==> config.mk <==
export PLATFORM = sky130hd
export DESIGN_NAME = cordic_rr_scheduler
export DESIGN_NICKNAME = d
export VERILOG_FILES = /design/src/rtl/cordic_rr_scheduler_pkg.sv /design/src/rtl/cordic_rr_scheduler_rr_arbiter.sv /design/src/rtl/cordic_rr_scheduler.sv
export SDC_FILE = /design/constraint.sdc
export NUM_CORES = 1
export LEC_CHECK = 0
export ABC_CLOCK_PERIOD_IN_PS = 3850
export BUFFER_PORTS_ARGS = -buffer_cell sky130_fd_sc_hd__buf_2
export CORE_MARGIN = 4
export CORE_UTILIZATION = 35
export CTS_CLUSTER_SIZE = 10
export DETAILED_ROUTE_END_ITERATION = 16
export HOLD_SLACK_MARGIN = 0.02
export RECOVER_POWER = 100
export SLEW_MARGIN = 40
export SYNTH_ARGS = -nofsm -noshare
export SYNTH_HDL_FRONTEND = slang
export SYNTH_SLANG_ARGS = --single-unit
==> constraint.sdc <==
create_clock -name i_clock -period 3.85 [get_ports i_clock]
set_clock_uncertainty 0.15 [all_clocks]
set_input_delay 0.77 -clock i_clock [delete_from_list [all_inputs] [get_ports i_clock]]
set_output_delay 0.77 -clock i_clock [all_outputs]
set_load 0.005 [all_outputs]
==> src/rtl/cordic_rr_scheduler_pkg.sv <==
// Shared state encoding and Q2.10 fixed-point constants for the CORDIC request scheduler.
package cordic_rr_scheduler_pkg;

   localparam int unsigned CORDIC_W = 12;

   localparam logic [CORDIC_W-1:0] ONE    = 12'h400;
   localparam logic [CORDIC_W-1:0] PI_4   = 12'h324;
   localparam logic [CORDIC_W-1:0] K_INIT = 12'd622;

   typedef enum logic [2:0] {
      StIdle,
      StIssue,
      StBusy,
      StRelease,
      StRecover
   } sched_state_e;

endpackage

==> src/rtl/cordic_rr_scheduler_rr_arbiter.sv <==
// Combinational round-robin arbiter: scans from the slot after the last grant and
// returns the first active request as a one-hot grant plus its index.
module cordic_rr_scheduler_rr_arbiter #(
   parameter int unsigned N = 4,
   localparam int unsigned IdxW = $clog2(N)
) (
   input  logic [N-1:0]    i_req,
   input  logic [IdxW-1:0] i_last_grant,
   output logic [N-1:0]    o_grant,
   output logic [IdxW-1:0] o_idx,
   output logic            o_valid
);

   logic [IdxW-1:0] w_cand;

   always_comb begin
      o_grant = '0;
      o_idx   = '0;
      o_valid = 1'b0;
      w_cand  = '0;
      for (int unsigned k = 1; k <= N; k++) begin
         w_cand = IdxW'((32'(i_last_grant) + k) % N);
         if (!o_valid && i_req[w_cand]) begin
            o_valid         = 1'b1;
            o_idx           = w_cand;
            o_grant[w_cand] = 1'b1;
         end
      end
   end

endmodule

==> src/rtl/cordic_rr_scheduler.sv <==
// Shares one iterative sin/cos CORDIC engine among N requesters with round-robin
// arbitration, start/ready sequencing and a watchdog that resets a hung engine.
module cordic_rr_scheduler
   import cordic_rr_scheduler_pkg::*;
#(
   parameter int unsigned N       = 4,
   parameter int unsigned W       = CORDIC_W,
   parameter int unsigned TIMEOUT = 255
) (
   input  logic           i_clock,
   input  logic           i_reset,       // active-low, synchronous
   input  logic [N-1:0]   i_req_valid,
   input  logic [N*W-1:0] i_req_angle,
   output logic [N-1:0]   o_req_ready,
   output logic [N-1:0]   o_resp_valid,
   output logic           o_resp_err,
   output logic [W-1:0]   o_resp_sin,
   output logic [W-1:0]   o_resp_cos,
   output logic           o_eng_start,
   output logic [W-1:0]   o_eng_angle,
   output logic           o_eng_reset,
   input  logic           i_eng_ready,
   input  logic [W-1:0]   i_eng_sin,
   input  logic [W-1:0]   i_eng_cos,
   output logic           o_busy
);

   localparam int unsigned IdxW = $clog2(N);
   localparam int unsigned WdW  = $clog2(TIMEOUT + 1);
   localparam logic [WdW-1:0] WdMax = WdW'(TIMEOUT);

   sched_state_e    r_state;
   logic [IdxW-1:0] r_id;
   logic [IdxW-1:0] r_last_grant;
   logic [W-1:0]    r_angle;
   logic [WdW-1:0]  r_wdog;
   logic [N-1:0]    r_resp_valid;
   logic            r_resp_err;
   logic [W-1:0]    r_resp_sin;
   logic [W-1:0]    r_resp_cos;
   logic            r_eng_start;
   logic            r_eng_rst;
   logic            r_rec_second;

   logic [N-1:0]    w_grant;
   logic [IdxW-1:0] w_grant_idx;
   logic            w_grant_valid;
   logic            w_accept;
   logic [W-1:0]    w_grant_angle;

   cordic_rr_scheduler_rr_arbiter #(
      .N (N)
   ) u_arbiter (
      .i_req        (i_req_valid),
      .i_last_grant (r_last_grant),
      .o_grant      (w_grant),
      .o_idx        (w_grant_idx),
      .o_valid      (w_grant_valid)
   );

   // Accept is a same-cycle handshake: the angle is latched on the edge ending the ready pulse.
   assign w_accept = i_reset && (r_state == StIdle) && w_grant_valid;

   always_comb begin
      w_grant_angle = '0;
      for (int unsigned i = 0; i < N; i++) begin
         if (w_grant[i]) w_grant_angle = i_req_angle[i*W +: W];
      end
   end

   always_ff @(posedge i_clock) begin
      if (!i_reset) begin
         r_state      <= StIdle;
         r_id         <= '0;
         r_last_grant <= IdxW'(N - 1);
         r_angle      <= '0;
         r_wdog       <= '0;
         r_resp_valid <= '0;
         r_resp_err   <= 1'b0;
         r_resp_sin   <= '0;
         r_resp_cos   <= '0;
         r_eng_start  <= 1'b0;
         r_eng_rst    <= 1'b0;
         r_rec_second <= 1'b0;
      end else begin
         r_resp_valid <= '0;
         unique case (r_state)
            StIdle: begin
               if (w_accept) begin
                  r_id         <= w_grant_idx;
                  r_last_grant <= w_grant_idx;
                  r_angle      <= w_grant_angle;
                  r_eng_start  <= 1'b1;
                  r_wdog       <= '0;
                  r_state      <= StIssue;
               end
            end
            StIssue, StBusy: begin
               // ISSUE ignores ready: it may still be the previous job's stale result.
               if (r_state == StBusy && i_eng_ready) begin
                  r_resp_sin   <= i_eng_sin;
                  r_resp_cos   <= i_eng_cos;
                  r_resp_valid <= N'(1) << r_id;
                  r_resp_err   <= 1'b0;
                  r_eng_start  <= 1'b0;
                  r_state      <= StRelease;
               end else if (r_wdog == WdMax) begin
                  r_resp_valid <= N'(1) << r_id;
                  r_resp_err   <= 1'b1;
                  r_eng_start  <= 1'b0;
                  r_eng_rst    <= 1'b1;
                  r_rec_second <= 1'b0;
                  r_state      <= StRecover;
               end else begin
                  r_wdog <= r_wdog + 1'b1;
                  if (r_state == StIssue && !i_eng_ready) r_state <= StBusy;
               end
            end
            StRelease: r_state <= StIdle;
            StRecover: begin
               r_rec_second <= 1'b1;
               if (r_rec_second) begin
                  r_rec_second <= 1'b0;
                  r_eng_rst    <= 1'b0;
                  r_state      <= StIdle;
               end
            end
            default: r_state <= StIdle;
         endcase
      end
   end

   assign o_req_ready  = w_accept ? w_grant : '0;
   assign o_resp_valid = r_resp_valid;
   assign o_resp_err   = r_resp_err;
   assign o_resp_sin   = r_resp_sin;
   assign o_resp_cos   = r_resp_cos;
   assign o_eng_start  = r_eng_start;
   assign o_eng_angle  = r_angle;
   assign o_eng_reset  = ~i_reset | r_eng_rst;
   assign o_busy       = (r_state != StIdle);

endmodule

Word level (Yosys, flattened, before mapping)
Index checks and enable logic that the tools add are counted.

word-level totals
  register bits after elaboration = 59
  latch bits = 0
  RAM bits = 0
  ROM bits = 0
  input bits = 79
  output and inout port bits = 48
  word-level logic and storage cells = 129
  memories = 0

cells by class
  $add $sub $neg = 5
  multiply operators = 0
  divide/modulo/power cells = 0
  magnitude comparators = 8
  equal/unequal tests = 11
  shift-type cells = 1
  muxes and demuxes = 57
  bitwise operators = 5
  reductions and logical operators = 30

operators with widths
  cell                   count
  $mux W12               4
  $mux W4                7
  $mux W8                3
  $mux W1                21
  $pmux W8 S2            1
  $mux W3                5
  $lt A2 B3 Y1 const B   4
  $or A4 B4 Y4           3
  $logic_and A1 B1 Y1    11
  $ne A2 B2 Y1 const B   5
  $pmux W3 S3            1
  $reduce_and A3 Y1      3
  $add A8 B1 Y8 const B  1
  $bmux W1 S2            4
  $demux W1 S2           4
  $eq A8 B8 Y1 const B   1
  $ge A2 B1 Y1 const B   4
  $mux W2                4
  $reduce_and A2 Y1      4
  $reduce_and A4 Y1      2
  $pmux W1 S2            3
  $reduce_bool A2 Y1     3
  $add A2 B1 Y2 const B  2
  $add A2 B2 Y2 const B  2
  12 further kinds       15

Longest topological paths before layout
Gate-level depths: netlist (run 1).

  depth after elaboration = 17
  mapped depth = 12
  gate-level depth less buffers = 8

Hierarchy
A second synthesis (run 1) with hierarchy kept.

second synthesis, totals
  cells, all modules = 405
  area, all modules = 3240.6 µm²

modules (own cells, without submodules)
  module                          instances  cells an instance  area an instance (µm²)
  cordic_rr_scheduler             1          337                2715.1
  cordic_rr_scheduler_rr_arbiter  1          68                 525.5

Worst setup path after synthesis (run 1)
No wires, ideal clock.

  kind = reg-to-output
  start = register r_last_grant[1]
  end = output port o_req_ready[1]
  arrival = 2.539 ns
  required time = 2.930 ns
  setup slack = 0.391 ns
  cell stages (with the launch flop) = 11
  cells stage by stage = dfxtp_1 > buf_2 > inv_1 > ha_1 > buf_2 > mux4_2 > buf_6 > a211o_1 > a21o_1 > buf_4 > and2_1

between the ends
  word-level cells in the longest chain between the ends = 15
  elaborated cells on any way between the ends = 51

ends and longest elaborated chain
  what                                                                   line                        text
  start, declared                                                        cordic_rr_scheduler.sv:34   logic [IdxW-1:0] r_last_grant;
  start signal, assigned                                                 cordic_rr_scheduler.sv:75   r_last_grant <= IdxW'(N - 1);
  start signal, assigned                                                 cordic_rr_scheduler.sv:91   r_last_grant <= w_grant_idx;
  parallel branches: the longest is 14 deep, another holds $lt A2 B3 Y1  --
  $mux W4 *                                                              cordic_rr_scheduler.sv:133  assign o_req_ready = w_accept ? w_grant : '0;
  end, declared                                                          cordic_rr_scheduler.sv:14   output logic [N-1:0] o_req_ready,

Every way passes the cells marked *. The select of a mux whose other input is x is not followed.

Final worst setup path (run 1)
  start = register r_last_grant[1]
  end = output port o_req_ready[0]

The elaborated chain is that of the path after synthesis.

==> flow_summary.yaml, run 1 <==
run_status:
  status: "finished clean"
timing:
  grt_setup_unrepaired: "false"
  maxSlewHeadroom_pct: 24.9
  layout_min_cycle_time_ns: 3.61
  tns_ns: 0
  setup_viol: 0
  fmaxAchievable_mhz: 277
  worst_pin_slew_ns: 1.13
  period_share_pct: 93.9
  hold_viol: 0
  drv_slew: 0
grt:
  first_global_vias: 3159
  antenna_found_initial: 0
  grt_max_degree: 52
  grt_pass1_wl_mm: 15.3
  gr-usage-all-layers_pct: 16.5
  overflow: 0
placement:
  place_area_um2: 4130
  numPortBuffers: 126
  dp_hpwl_mm: 6.88
  place_congestion: 0.891
pwr:
  netSwitchingFraction_pct: 41.0
  ir_worst_vdd_mv: 0.319
  power.leakage_uw: 0.00181
  p_clk_share_pct: 20.3
  p_sw_uw: 1170
  p_per_area_nw_per_um2: 670
  pwr-share-comb_pct: 52.2
  internal_power_uw: 1680
  p_seq_share_pct: 27.5
flow_run:
  maxCapViolCount: 0
logic_synthesis:
  ys_top_cells_by_count: "71 x nand2_1, 59 x dfxtp_1, 31 x nor2_1"
  ys_ff_latch: 59
  syn_inst: 386
  synthArstFlopShare_pct: 0
  syn-cell-area_um2: 3370
  synth-edff-count: 0
  yosysMostFrequentCell: "nand2_1"
  ys_warn_count: 0
  synth_top_area_cell: "dfxtp_1"
  synth_nets: 474
  synthTopCellsByArea: "dfxtp_1 35%, nand2_1 7.9%, a21boi_0 6.2%, a221oi_2 4.9%, o31ai_2 3.7%"
  synth_top_area_share_pct: 35.0
  ys_seq_area_share_pct: 35.0
  synthFlopType: "dfxtp_1"
  synth.avg_cell_area_um2: 8.74
  yosysUniqueCellTypes: 61
clock_network:
  cts_hold_buf: 0
  path_clk_slew_ns: 0.07
  cts_buffers: 9
  tritoncts: "done"
  clkLatencyLatePin_ns: 0.32
  h-tree-depth: 3
  cts_root_buffer: "clkbuf_8"
  post-cts-setup-buffers: 0
  cts_resized: 0
  cts_num_sinks: 59
  cts_buffer_depth: 2
cells_and_area:
  fillers: 960
  final_cell_area_um2: 4260
  synthToLayoutAreaGrowth_pct: 26.3
  drive_above_1_share_pct: 29.0
  num_antenna_cells: 0
  seqCellArea_um2: 1180
  multi_input_area_um2: 2010
  nNetsFinal: 595
route:
  dr.pass1.iters: 5
  wirelength_mm: 9.25
  num_vias: 3233
  vias_per_cell: 5.05
  drt_iter0_drc: 264
  avgRoutedWirePerCell_um: 14.4
  route.detailed.drc: 0
  drtAntennaViolNets: 0
setup_path:
  crit_slowest_cell: "mux4_2"
  crit_chain: "inv_1 > ha_1 > mux4_2 > nor3b_2 > a221oi_2 > a21oi_1 > clkbuf_1"
  cp_max_fo: 10
  cp_num_buf_inv: 2
  path_delay_family: "multiplexers"
  cp.arrival_ns: 2.69
  required_ns: 2.93
  startpoint_type: "flop"
  cpPeakStageDelay_ns: 0.55
  end_kind: "output port"
  path_class: "flop to output port"
floorplanning:
  core_area_um2: 9330
  die_w_um: 106
  start_util_pct: 36.2
  rows: 35
  die-area_um2: 11300
  io_pins: 127
  die_y_um: 106
min_path:
  min_path_type: "flop to flop"
[power groups by stage]
| stage | clock network [uW] | logic, uW | registers [uW] |
|---|---|---|---|
| 2_1_floorplan | 0 | 1130 | 805 |
| 3_3_place_gp | 0 | 1510 | 795 |
| 3_5_place_dp | 0 | 1530 | 798 |
| 4_1_cts | 594 | 1530 | 786 |
| 5_1_grt | 623 | 1650 | 801 |
| 6_report | 579 | 1490 | 786 |
[final timing paths]
path / endpoint / cells past startpoint / start / slack, ns
setup reg to reg: o_eng_angle[3] / 9 / r_last_grant[1] / 0.64
hold reg to reg: o_eng_start / 2 / o_eng_start / 0.31
hold / removal: o_eng_start / 2 / o_eng_start / 0.31
setup / recovery: o_req_ready[0] / 7 / r_last_grant[1] / 0.24
[layer usage]
metal  track usage (%)  up-vias  routed length, um
li1                  -     1636                  -
met1              20.8     1481               4020
met2              27.1      107               4490
met3              4.55        9                634
met4              5.46        0                103
met5                 0        -                  0
[cell usage in the layout, fill, tap and decap left out, types with 6 or more instances in the layout]
cell      instances
buf_2            92
nand2_1          71
dfxtp_1          59
clkbuf_1         36
nor2_1           31
a21boi_0         28
and3_1           17
a31oi_1          14
a221oi_2         11
clkbuf_8         11
buf_4            10
o31ai_2           9
ha_1              9
inv_1             8
a21oi_1           7
o21ai_0           7
nand2b_1          6
[through the flow]
stage	setup WS [ns]	hold WS, ns	std cells	total power (uW)	util, %
after global routing	0.0355	0.337	640	3070	45.7
after global placement	0.349	0.298	625	2310	44.3
after floorplan	0.391	0.284	386	1930	-
final	0.236	0.308	640	2860	45.7
after CTS	0.195	0.309	640	2920	46.5
after detailed placement	0.264	0.300	625	2330	44.3
[worst min-delay path: stages, from the launching register on]
cell and delay [ns]:
dfxtp_1 0.31, nand2_1 0.05, o21ai_0 0.06
[cell families after synthesis]
group                      share of synthesized area [%]
DFF                                                 35.0
AOI/OAI and AO/OA                                   29.2
muxes                                               3.82
xor gates and xnor gates                            1.30
adders and majority gates                           3.34
buffers and inverters                               5.23
and+or+nand+nor                                     22.1
[layout make-up]
class	instances	area share [%]
inverter	8	0.705
clock buffer	11	3.55
clock inverter	4	1.17
multi-input combinational	290	47.2
timing repair buffer	139	15.9
tap	129	3.79
sequential	59	27.7
[sequential cells by signal, summed over array words and instances (netlist names), 2 cells and up]
| name | flops |
|---|---|
| r_state | 3 |
| o_resp_sin | 12 |
| o_resp_valid | 4 |
| o_resp_cos | 12 |
| o_eng_angle | 12 |
| r_last_grant | 2 |
| r_wdog | 8 |
| r_id | 2 |
Power figures use the tool's default switching activity.
==> run 2, diff against run 1 <==
- CORE_UTILIZATION: 35 -> 40
- PLACE_DENSITY: not set -> 0.67
==> flow_summary.yaml, run 2 (synthesis gave the netlist of run 1 again) <==
clock_network:
  tritoncts: "done"
  cts_root_buffer: "clkbuf_8"
  cts_buffers: 9
  post-cts-setup-buffers: 0
  cts_buffer_depth: 2
  cts_num_sinks: 59
  cts_hold_buf: 0
  cts_resized: 0
  clkLatencyLatePin_ns: 0.33
  h-tree-depth: 3
  path_clk_slew_ns: 0.07
route:
  dr.pass1.iters: 4
  route.detailed.drc: 0
  vias_per_cell: 5.32
  wirelength_mm: 9.01
  avgRoutedWirePerCell_um: 14.5
  num_vias: 3301
  drtAntennaViolNets: 0
  drt_iter0_drc: 77
placement:
  place_ws_ns: 0.385
  dp_hpwl_mm: 6.70
  place_congestion: 0.874
  dp_cells: 604
  numPortBuffers: 126
timing:
  layout_min_cycle_time_ns: 3.60
  maxSlewHeadroom_pct: 22.9
  timing.final.ws_setup_ns: 0.251
  worst_pin_slew_ns: 1.16
  drv_slew: 0
  setup_viol: 0
  hold_viol: 0
  grt_setup_unrepaired: "false"
  fmaxAchievable_mhz: 278
  tns_ns: 0
  period_share_pct: 93.5
grt:
  gr-usage-all-layers_pct: 18.2
  antenna_found_initial: 0
  grt_max_degree: 52
  first_global_vias: 3230
  overflow: 0
  grt_pass1_wl_mm: 14.7
setup_path:
  path_class: "flop to output port"
  required_ns: 2.93
  cpPeakStageDelay_ns: 0.55
  cp.arrival_ns: 2.68
  crit_chain: "inv_1 > ha_1 > mux4_2 > nor3b_1 > a221oi_2 > a21oi_1 > clkbuf_1"
  cp_num_buf_inv: 2
  crit_slowest_cell: "mux4_2"
  end_kind: "output port"
  startpoint_type: "flop"
  cp_max_fo: 10
  path_delay_family: "multiplexers"
run_status:
  status: "finished clean"
cells_and_area:
  layout.cells.most_common: "buf_2"
  nNetsFinal: 598
  synthToLayoutAreaGrowth_pct: 25.3
  drive_above_1_share_pct: 29.1
  fin_cells: 620
  num_antenna_cells: 0
  final_cell_mix: "96 x buf_2, 71 x nand2_1, 59 x dfxtp_1"
  fin_util_pct: 51.5
floorplanning:
  start_util_pct: 41.1
  core_area_um2: 8220
  die-area_um2: 9970
  die_y_um: 99.9
  io_pins: 127
  rows: 33
  die_w_um: 99.9
pwr:
  power_uw: 2820
  ir_worst_vdd_mv: 0.557
  power.leakage_uw: 0.00182
  p_per_area_nw_per_um2: 668
flow_run:
  maxCapViolCount: 0
min_path:
  min_path_type: "flop to flop"
## run 2: path summary, 6_finish.rpt
kind                   start             end  slack (ns)  cells past startpoint
min            o_resp_cos[7]   o_resp_cos[7]        0.31                      2
max reg2reg  r_last_grant[1]  o_eng_angle[3]        0.56                      9
min reg2reg    o_resp_cos[7]   o_resp_cos[7]        0.31                      2
max          r_last_grant[1]  o_req_ready[0]        0.25                      7
## run 2: layout make-up
class / instances / area, um2
fillers: 819 / 3990
multi-input cells: 290 / 2000
flip-flops and latches: 59 / 1180
repair buffers: 142 / 692
well taps: 105 / 131
clock buffers: 9 / 124
clock inverters: 7 / 68.8
inverters: 8 / 30.0
## run 2: layer usage
layer	global-route usage (%)	share of wire, %
met2	33.1	49
met3	6.95	9.3
met1	20.1	41
met5	0	0
met4	3.78	0.87
## run 2: power breakdown
part	internal, uW	switching [uW]	leakage [uW]
sequential	719	66.9	0.000480
clock	296	255	0.0000950
combinational	633	854	0.00124
total	1650	1180	0.00182
## run 2: worst reg2reg max path, stage by stage (launching register included)
cell	delay, ns
dfxtp_1	0.33
inv_1	0.11
ha_1	0.53
mux4_2	0.50
nor3b_1	0.36
nand2_1	0.10
o2111ai_1	0.13
buf_4	0.25
or2_1	0.54
o31ai_1	0.18
## run 2: stage by stage
| stage | hold slack, ns | area (um2) |
|---|---|---|
| after floorplan | 0.284 | 3370 |
| after global placement | 0.297 | 4130 |
| after detailed placement | 0.306 | 4130 |
| after CTS | 0.315 | 4320 |
| after global routing | 0.339 | 4230 |
| final | 0.315 | 4230 |
==> run 3, diff against run 2 <==
- ABC_CLOCK_PERIOD_IN_PS: 3850 -> 3120
- CTS_BUF_LIST: not set -> sky130_fd_sc_hd__clkbuf_8
- PLACE_DENSITY: 0.67 -> 0.7
- clock period: 3.85 -> 3.12 ns (I/O delays scaled with it)
==> flow_summary.yaml, run 3 (synthesis gave the netlist of run 1 again) <==
run_status:
  status: "complete, but fails checks"
  violations: "setup timing"
route:
  drtAntennaViolNets: 0
  avgRoutedWirePerCell_um: 14.9
  dr.pass1.iters: 4
  num_vias: 3375
  route.detailed.drc: 0
  wirelength_mm: 9.45
  drt_iter0_drc: 87
  vias_per_cell: 5.31
floorplanning:
  core_area_um2: 8220
  die_y_um: 99.9
  io_pins: 127
  die_w_um: 99.9
  rows: 33
  die-area_um2: 9970
  start_util_pct: 41.1
pwr:
  p_per_area_nw_per_um2: 847
  power.leakage_uw: 0.00191
  ir_worst_vdd_mv: 0.694
clock_network:
  tritoncts: "done"
  clkLatencyLatePin_ns: 0.33
  cts_buffer_depth: 2
  cts_root_buffer: "clkbuf_8"
  path_clk_slew_ns: 0.08
  h-tree-depth: 3
  cts_num_sinks: 59
  cts_buffers: 9
setup_path:
  rr_worst_depth: 11
  path_class: "flop to output port"
  end_kind: "output port"
  startpoint_type: "flop"
  cp.arrival_ns: 2.36
  required_ns: 2.35
  cp_max_fo: 5
min_path:
  min_path_type: "flop to flop"
  worstHoldPathCells: 2
timing:
  timing.final.ws_setup_ns: -0.0159
  grt_setup_unrepaired: "true"
  worst_pin_slew_ns: 1.14
  hold_ws_ns: 0.315
  fmaxAchievable_mhz: 319
  hold_viol: 0
  maxSlewHeadroom_pct: 23.9
  setup_viol: 1
  period_share_pct: 101
  layout_min_cycle_time_ns: 3.14
  drv_slew: 0
  tns_ns: -0.0159
grt:
  first_global_vias: 3349
  grt_pass1_wl_mm: 15.0
  overflow: 0
  antenna_found_initial: 0
  gr-usage-all-layers_pct: 18.4
  grt_max_degree: 52
cells_and_area:
  synthToLayoutAreaGrowth_pct: 30.7
  seqCellArea_um2: 1180
  num_antenna_cells: 0
  multi_input_area_um2: 2040
  nNetsFinal: 614
  fillers: 777
  layout.cells.most_common: "buf_2"
  fin_util_pct: 53.7
  fin_cells: 636
  final_cell_mix: "99 x buf_2, 71 x nand2_1, 57 x dfxtp_1"
  drive_above_1_share_pct: 34.3
placement:
  place_congestion: 0.843
  dp_hpwl_mm: 6.96
  numPortBuffers: 126
  dp_cells: 614
flow_run:
  maxCapViolCount: 0
==> run 3: cell count changes in the layout (fill, tap and decap cells not counted), moves of 3 or more <==
cell | previous run | this run
mux2i_2 | 0 | 3
buf_4 | 10 | 26
clkbuf_1 | 35 | 31
buf_2 | 96 | 99
mux2i_1 | 5 | 2
==> run 3: final timing paths <==
check	from	slack, ns	end
worst max register to register	r_last_grant[0]	0.11	o_eng_angle[11]
worst min-delay path	o_resp_sin[1]	0.31	o_resp_sin[1]
worst min register to register	o_resp_sin[1]	0.31	o_resp_sin[1]
worst max-delay path	r_last_grant[0]	-0.02	o_req_ready[0]
==> run 3: per-stage QoR <==
step / power [uW] / setup WS (ns) / area (um2)
detailed placement: 2970 / 0.0989 / 4220
floorplan: 2430 / -0.0292 / 3410
finish: 3730 / -0.0159 / 4410
global route: 4000 / -0.124 / 4410
CTS: 3760 / 0.00767 / 4460
global placement: 2930 / 0.0963 / 4220
==> run 3: routing by layer <==
metal  part of all wire [%]  global-route usage [%]  up-vias  wire, um
met3                    7.8                    5.21       13       737
li1                       -                       -     1674         -
met5                      0                       0        -         0
met4                    1.4                    7.46        0       133
met1                     42                    21.0     1552      3940
met2                     49                    32.3      136      4640
==> run 3: critical path, cell delays in order (launching register included) <==
cell and delay, ns:
dfxtp_2 0.36, clkinvlp_4 0.10, ha_4 0.33, mux4_2 0.49, nor3b_2 0.18, a221oi_2 0.32, a21oi_1 0.10, buf_2 0.14
==> run 3: power breakdown <==
part	internal [uW]	switching, uW
clock network	374	331
registers	890	84.6
logic	934	1120
==> run 3: timing repair <==
action | in CTS | in global routing
gates resized for setup | 1 | 5
hold buffers | 0 | 0
buffers inserted | 5 | 1
setup endpoints to repair | 4 | 4
pin swaps | 3 | 6
==> run 3: final cells by class <==
| type | instances | area share, % |
|---|---|---|
| repair buffers | 158 | 18.7 |
| multi-input cells | 290 | 46.2 |
| well taps | 105 | 2.98 |
| clock buffers | 9 | 2.81 |
| inverters | 8 | 0.766 |
| flip-flops and latches | 59 | 26.8 |
| clock inverters | 7 | 1.76 |
